`config.mk`:
```
export PLATFORM = sky130hd
export DESIGN_NAME = botoes_jogada_encoder
export DESIGN_NICKNAME = d
export VERILOG_FILES = /design/src/rtl/botoes_pkg.sv /design/src/rtl/sincronizador.sv /design/src/rtl/botoes_jogada_encoder.sv
export SDC_FILE = /design/constraint.sdc
export NUM_CORES = 1
export LEC_CHECK = 0
export ABC_AREA = 1
export CAP_MARGIN = 20
export CORE_UTILIZATION = 57
export DETAILED_ROUTE_END_ITERATION = 8
export PLACE_DENSITY = 0.89
export SLEW_MARGIN = 25
export SYNTH_ARGS = -nofsm -noshare
export SYNTH_HDL_FRONTEND = slang
export SYNTH_SLANG_ARGS = --single-unit
```
`constraint.sdc`:
```
create_clock -name clock -period 1.59 [get_ports clock]
set_input_delay 0.318 -clock clock [delete_from_list [all_inputs] [get_ports clock]]
set_output_delay 0.318 -clock clock [all_outputs]
set_load 0.01 [all_outputs]
```
`src/rtl/botoes_pkg.sv`:
```
// Shared definitions for the pushbutton input path: FSM state codes and button helpers.
package botoes_pkg;

  localparam int NUM_BOTOES = 4;

  // Codes double as the db_estado value shown on the debug display.
  typedef enum logic [3:0] {
    OCIOSO    = 4'h0,
    DEB_PRESS = 4'h1,
    SEGURANDO = 4'h2,
    DEB_SOLTA = 4'h3
  } estado_t;

  function automatic logic ehOneHot(input logic [NUM_BOTOES-1:0] v);
    return (v != '0) && ((v & (v - NUM_BOTOES'(1))) == '0);
  endfunction

endpackage

```
`src/rtl/sincronizador.sv`:
```
// Two-flop synchronizer for asynchronous inputs, parameterized width.
module sincronizador #(
  parameter int WIDTH = 1
) (
  input  logic             clock,
  input  logic             reset,
  input  logic [WIDTH-1:0] entrada,
  output logic [WIDTH-1:0] saida
);

  logic [WIDTH-1:0] estagio1;

  always_ff @(posedge clock or negedge reset) begin
    if (!reset) begin
      estagio1 <= '0;
      saida    <= '0;
    end else begin
      estagio1 <= entrada;
      saida    <= estagio1;
    end
  end

endmodule

```
`src/rtl/botoes_jogada_encoder.sv`:
```
// Debounces the four player buttons and turns each accepted press into a
// registered one-hot play code with a single-cycle jogada (or invalida) strobe.
module botoes_jogada_encoder
  import botoes_pkg::*;
#(
  parameter int DEBOUNCE_CYCLES = 50000
) (
  input  logic                  clock,
  input  logic                  reset,
  input  logic                  enable,
  input  logic                  zera,
  input  logic [NUM_BOTOES-1:0] botoes_in,
  output logic [NUM_BOTOES-1:0] botoes,
  output logic                  jogada,
  output logic                  invalida,
  output logic [3:0]            db_estado
);

  localparam int CNT_W = $clog2(DEBOUNCE_CYCLES);
  localparam logic [CNT_W-1:0] ULTIMO = CNT_W'(DEBOUNCE_CYCLES - 1);

  logic [NUM_BOTOES-1:0] amostra;
  logic [NUM_BOTOES-1:0] candidato;
  logic [CNT_W-1:0]      contador;
  estado_t               estado;

  sincronizador #(.WIDTH(NUM_BOTOES)) u_sincronizador (
    .clock   (clock),
    .reset   (reset),
    .entrada (botoes_in),
    .saida   (amostra)
  );

  always_ff @(posedge clock or negedge reset) begin
    if (!reset) begin
      estado    <= OCIOSO;
      contador  <= '0;
      candidato <= '0;
      botoes    <= '0;
      jogada    <= 1'b0;
      invalida  <= 1'b0;
    end else begin
      jogada   <= 1'b0;
      invalida <= 1'b0;
      // A load in the FSM below overrides this clear when both happen together.
      if (zera) botoes <= '0;
      case (estado)
        OCIOSO: begin
          if (amostra != '0) begin
            candidato <= amostra;
            contador  <= '0;
            estado    <= DEB_PRESS;
          end
        end
        DEB_PRESS: begin
          if (amostra == '0) begin
            estado <= OCIOSO;
          end else if (amostra != candidato) begin
            candidato <= amostra;
            contador  <= '0;
          end else if (contador == ULTIMO) begin
            estado <= SEGURANDO;
            if (!ehOneHot(candidato)) begin
              invalida <= 1'b1;
            end else if (enable) begin
              botoes <= candidato;
              jogada <= 1'b1;
            end
          end else begin
            contador <= contador + CNT_W'(1);
          end
        end
        SEGURANDO: begin
          if (amostra == '0) begin
            contador <= '0;
            estado   <= DEB_SOLTA;
          end
        end
        DEB_SOLTA: begin
          if (amostra != '0) begin
            estado <= SEGURANDO;
          end else if (contador == ULTIMO) begin
            estado <= OCIOSO;
          end else begin
            contador <= contador + CNT_W'(1);
          end
        end
        default: estado <= OCIOSO;
      endcase
    end
  end

  assign db_estado = estado;

endmodule

```
==> flow_summary_export.csv <==
group,metric,value,unit
timing,clock-skew-final,0.01273,ns
cells_and_area,syn_to_final_growth,21.68,%
die,row_count,21,
pwr,clock_power_share,0.198,
die,fp.dieW,61.87,µm
logic_synthesis,synth.ff_latch_count,36,
place,place.detailed.instances,348,
die,die-height,61.87,µm
critical_path,worst_ep_arrival_time,1.85,ns
critical_path,worst-setup-path-type,"flop to flop",
route,viasPerCell,5.104,
timing,post-route-worst-setup-slack,0.04165,ns
critical_path,setup.worst_path.end_class,"flop",
logic_synthesis,syn-cell-area,2043,µm²
pwr,power-per-cell-area,1277,nW/µm²
clock_network,cts-buffers-inserted,5,
worst_hold_path,holdCritPathClass,"flop to flop",
logic_synthesis,synth_cell_types,22,
global_route,groute.usage.overall,0.2311,
cells_and_area,n_fill_cell,228,
cells_and_area,final_common_cell,"nand2_1",
timing,worst_hold_slack,0.3558,ns
clock_network,clock_insertion_delay_at_the_later_pin_of_the_skew_report,0.36,ns
pwr,share_comb_of_total_power,0.421,
global_route,grt_start_max_net_pins,37,
route,firstDrtPassIters,5,
die,dieArea,3828,µm²
die,ios,18,
cells_and_area,final_nets,326,
global_route,grt_overflow,0,
route,route.final.wire_length,4302,µm
place,dp.final_hpwl,2695,µm
pwr,swShare,0.4090,
route,antenna_violating_nets_post_route,0,
critical_path,worst-path-max-fanout,3,
timing,final_hold_viol_count,0,
run_status,run_status,"complete, no violations",
clock_network,h-tree-depth,2,
pwr,total_leakage_power,1.302,nW
die,floorplan.initialDensity,0.6028,
global_route,number_of_global_route_vias_before_repair,1506,
global_route,grtUsageMet1,0.2933,
critical_path,crit_required,1.89,ns
route,wl_per_cell,11.82,µm
place,port_buffers,15,
route,via_count,1858,
global_route,met3_usage_in_global_routing,0.04969,
global_route,globalRouteMet2Util,0.3748,
global_route,gr_peak_layer,"met2",
timing,timing_max_transition_violations_final,0,
critical_path,path_delay_family,"simple AND/OR/NAND/NOR gates",
pwr,p_switching,1.299,mW
critical_path,crit_slowest_cell,"dfrtp_1",
critical_path,crit_path_cell_trace,"ha_4 -> nand3_1 -> buf_4 -> nor2_4 -> inv_2 -> nor2_1 -> nand2_1 -> nand2_1 -> nand2_1 -> nor2_2",
logic_synthesis,synthesis.yosys.warnings,0,
global_route,grt_pass1_wl,6272,µm
place,place_congestion,0.8947,
logic_synthesis,synth.yosys.seq_area_share,0.4409,
pwr,ir_worst_vdd,0.001075,V
critical_path,cp.buffers_inverters,2,
logic_synthesis,cell_count_after_synthesis,284,
clock_network,clock_tree.root_cell,"clkbuf_4",
critical_path,crit_path_frequent_cell,"nand2_1",
timing,finalCritPeriodShare,0.9738,
place,pre_cts_ws,-0.009652,ns
timing,setup_viol,0,
cells_and_area,postLayoutCoreUtil,0.7335,
cells_and_area,final_layout_size_suffix_gt1_frac,0.1855,
route,remaining_drc_errors,0,
pwr,seq_power_share,0.381,
route,first_iter_violations,97,
clock_network,cts_tree,"built",
critical_path,startpoint_type,"flop",
cells_and_area,antenna-diode-count,0,
cells_and_area,layoutNonFillerInstCount,364,
pwr,internal-power,1.877,mW
global_route,antenna_found_initial,0,
die,core,3390,µm²
clock_network,cts_buffer_depth,2,
cells_and_area,layout.cells.most_common_list,"nand2_1, inv_1, dfrtp_1",
clock_network,clock_sink_count,36,
flow_run,max-cap-violations,0,
clock_network,clk_pin_slew_worst_paths,0.11,ns
logic_synthesis,synth.avg_cell_area,7.194,µm²
critical_path,critPathMaxStageDelay,0.44,ns
timing,post-route-min-period,1.548,ns
timing,max_freq,645.9,MHz
[Yosys cell counts (all sizes together)]
cell / n / area (µm²)
o21ai: 2 / 10.01
nor3: 1 / 5.000
ha: 1 / 12.51
a21oi: 1 / 16.27
nor2: 49 / 234.0
conb: 1 / 3.750
nand2: 100 / 387.9
nand4: 11 / 68.82
inv: 44 / 165.1
and3: 1 / 6.260
buf: 6 / 65.06
and2: 1 / 6.260
nand3: 27 / 135.1
dfrtp: 36 / 900.9
xor2: 3 / 26.28
[worst register-to-register path: cells and delay by family (launching register included)]
kind | cells | cell delay (ns)
DFF | 1 | 0.44
adders and majority gates | 1 | 0.17
and+or+nand+nor | 7 | 0.64
buffers and inverters | 2 | 0.24
[registers in the layout, summed over array words and instances, names as in the netlist, named ones only]
name	flops
db_estado	1
invalida	1
jogada	1
u_sincronizador.saida	4
candidato	4
botoes	4
contador	16
u_sincronizador.estagio1	4
[final cells by class]
cell class | count | area, µm² | area share
clock buffers | 6 | 41.29 | 0.01661
repair buffers | 30 | 294.0 | 0.1183
multi-input cells | 200 | 991.0 | 0.3986
clock inverters | 2 | 35.03 | 0.01409
flip-flops and latches | 36 | 902.1 | 0.3629
well taps | 46 | 57.56 | 0.02315
inverters | 44 | 165.2 | 0.06643
[repair_timing]
item                                   CTS  global route
setup endpoints to repair               15            27
cloned                                   0             1
pin swaps                                0             4
hold buffers                             1             0
endpoints found under the hold margin   36             0
buffers inserted                         2             4
gates resized for setup                  7            19
[through the flow]
step                      total power, mW  area [µm²]   TNS (ns)
final                               3.176        2486          0
after global routing                3.389        2486    -0.1128
after CTS                           3.040        2376          0
after detailed placement            2.370        2270  -0.009652
after global placement              2.333        2270          0
after floorplan                     2.103        2047          0
[power groups by stage]
| stage | sequential (mW) | combinational, mW | clock (mW) |
|---|---|---|---|
| after floorplan | 1.19 | 0.915 | 0 |
| after global placement | 1.21 | 1.13 | 0 |
| after detailed placement | 1.22 | 1.15 | 0 |
| after CTS | 1.19 | 1.21 | 0.640 |
| after global routing | 1.23 | 1.47 | 0.689 |
| final | 1.21 | 1.34 | 0.628 |
[layer usage]
metal	share of wire	vias up
met1	0.42	847
li1	-	929
met5	0	-
met4	0.024	0
met3	0.056	13
met2	0.50	69
[final timing paths]
path,startpoint,endpoint,slack (ns),cells after the start
setup / recovery,contador[1]$_DFFE_PN0P_,contador[12]$_DFFE_PN0P_,0.04,10
hold / removal,u_sincronizador.estagio1[2]$_DFF_PN0_,u_sincronizador.saida[2]$_DFF_PN0_,0.36,0
setup reg to reg,contador[1]$_DFFE_PN0P_,contador[12]$_DFFE_PN0P_,0.04,10
hold reg to reg,u_sincronizador.estagio1[2]$_DFF_PN0_,u_sincronizador.saida[2]$_DFF_PN0_,0.36,0
max in group asynchronous,reset,asynchronous set/reset pin,0.96,3
min in group asynchronous,reset,jogada$_DFF_PN0_,0.43,3
[logic make-up (layout without fill, tap and decap cells)]
group	after synthesis	in the layout	share of synthesized area
and+or+nand+nor	190	191	0.4127
buffers and inverters	50	82	0.1127
DFF	36	36	0.4409
AOI/OAI and AO/OA	3	3	0.01286
xor gates and xnor gates	3	3	0.01286
adders and majority gates	1	1	0.006123
other	1	2	0.001835
Note: power is estimated with default switching activity, not from simulation.
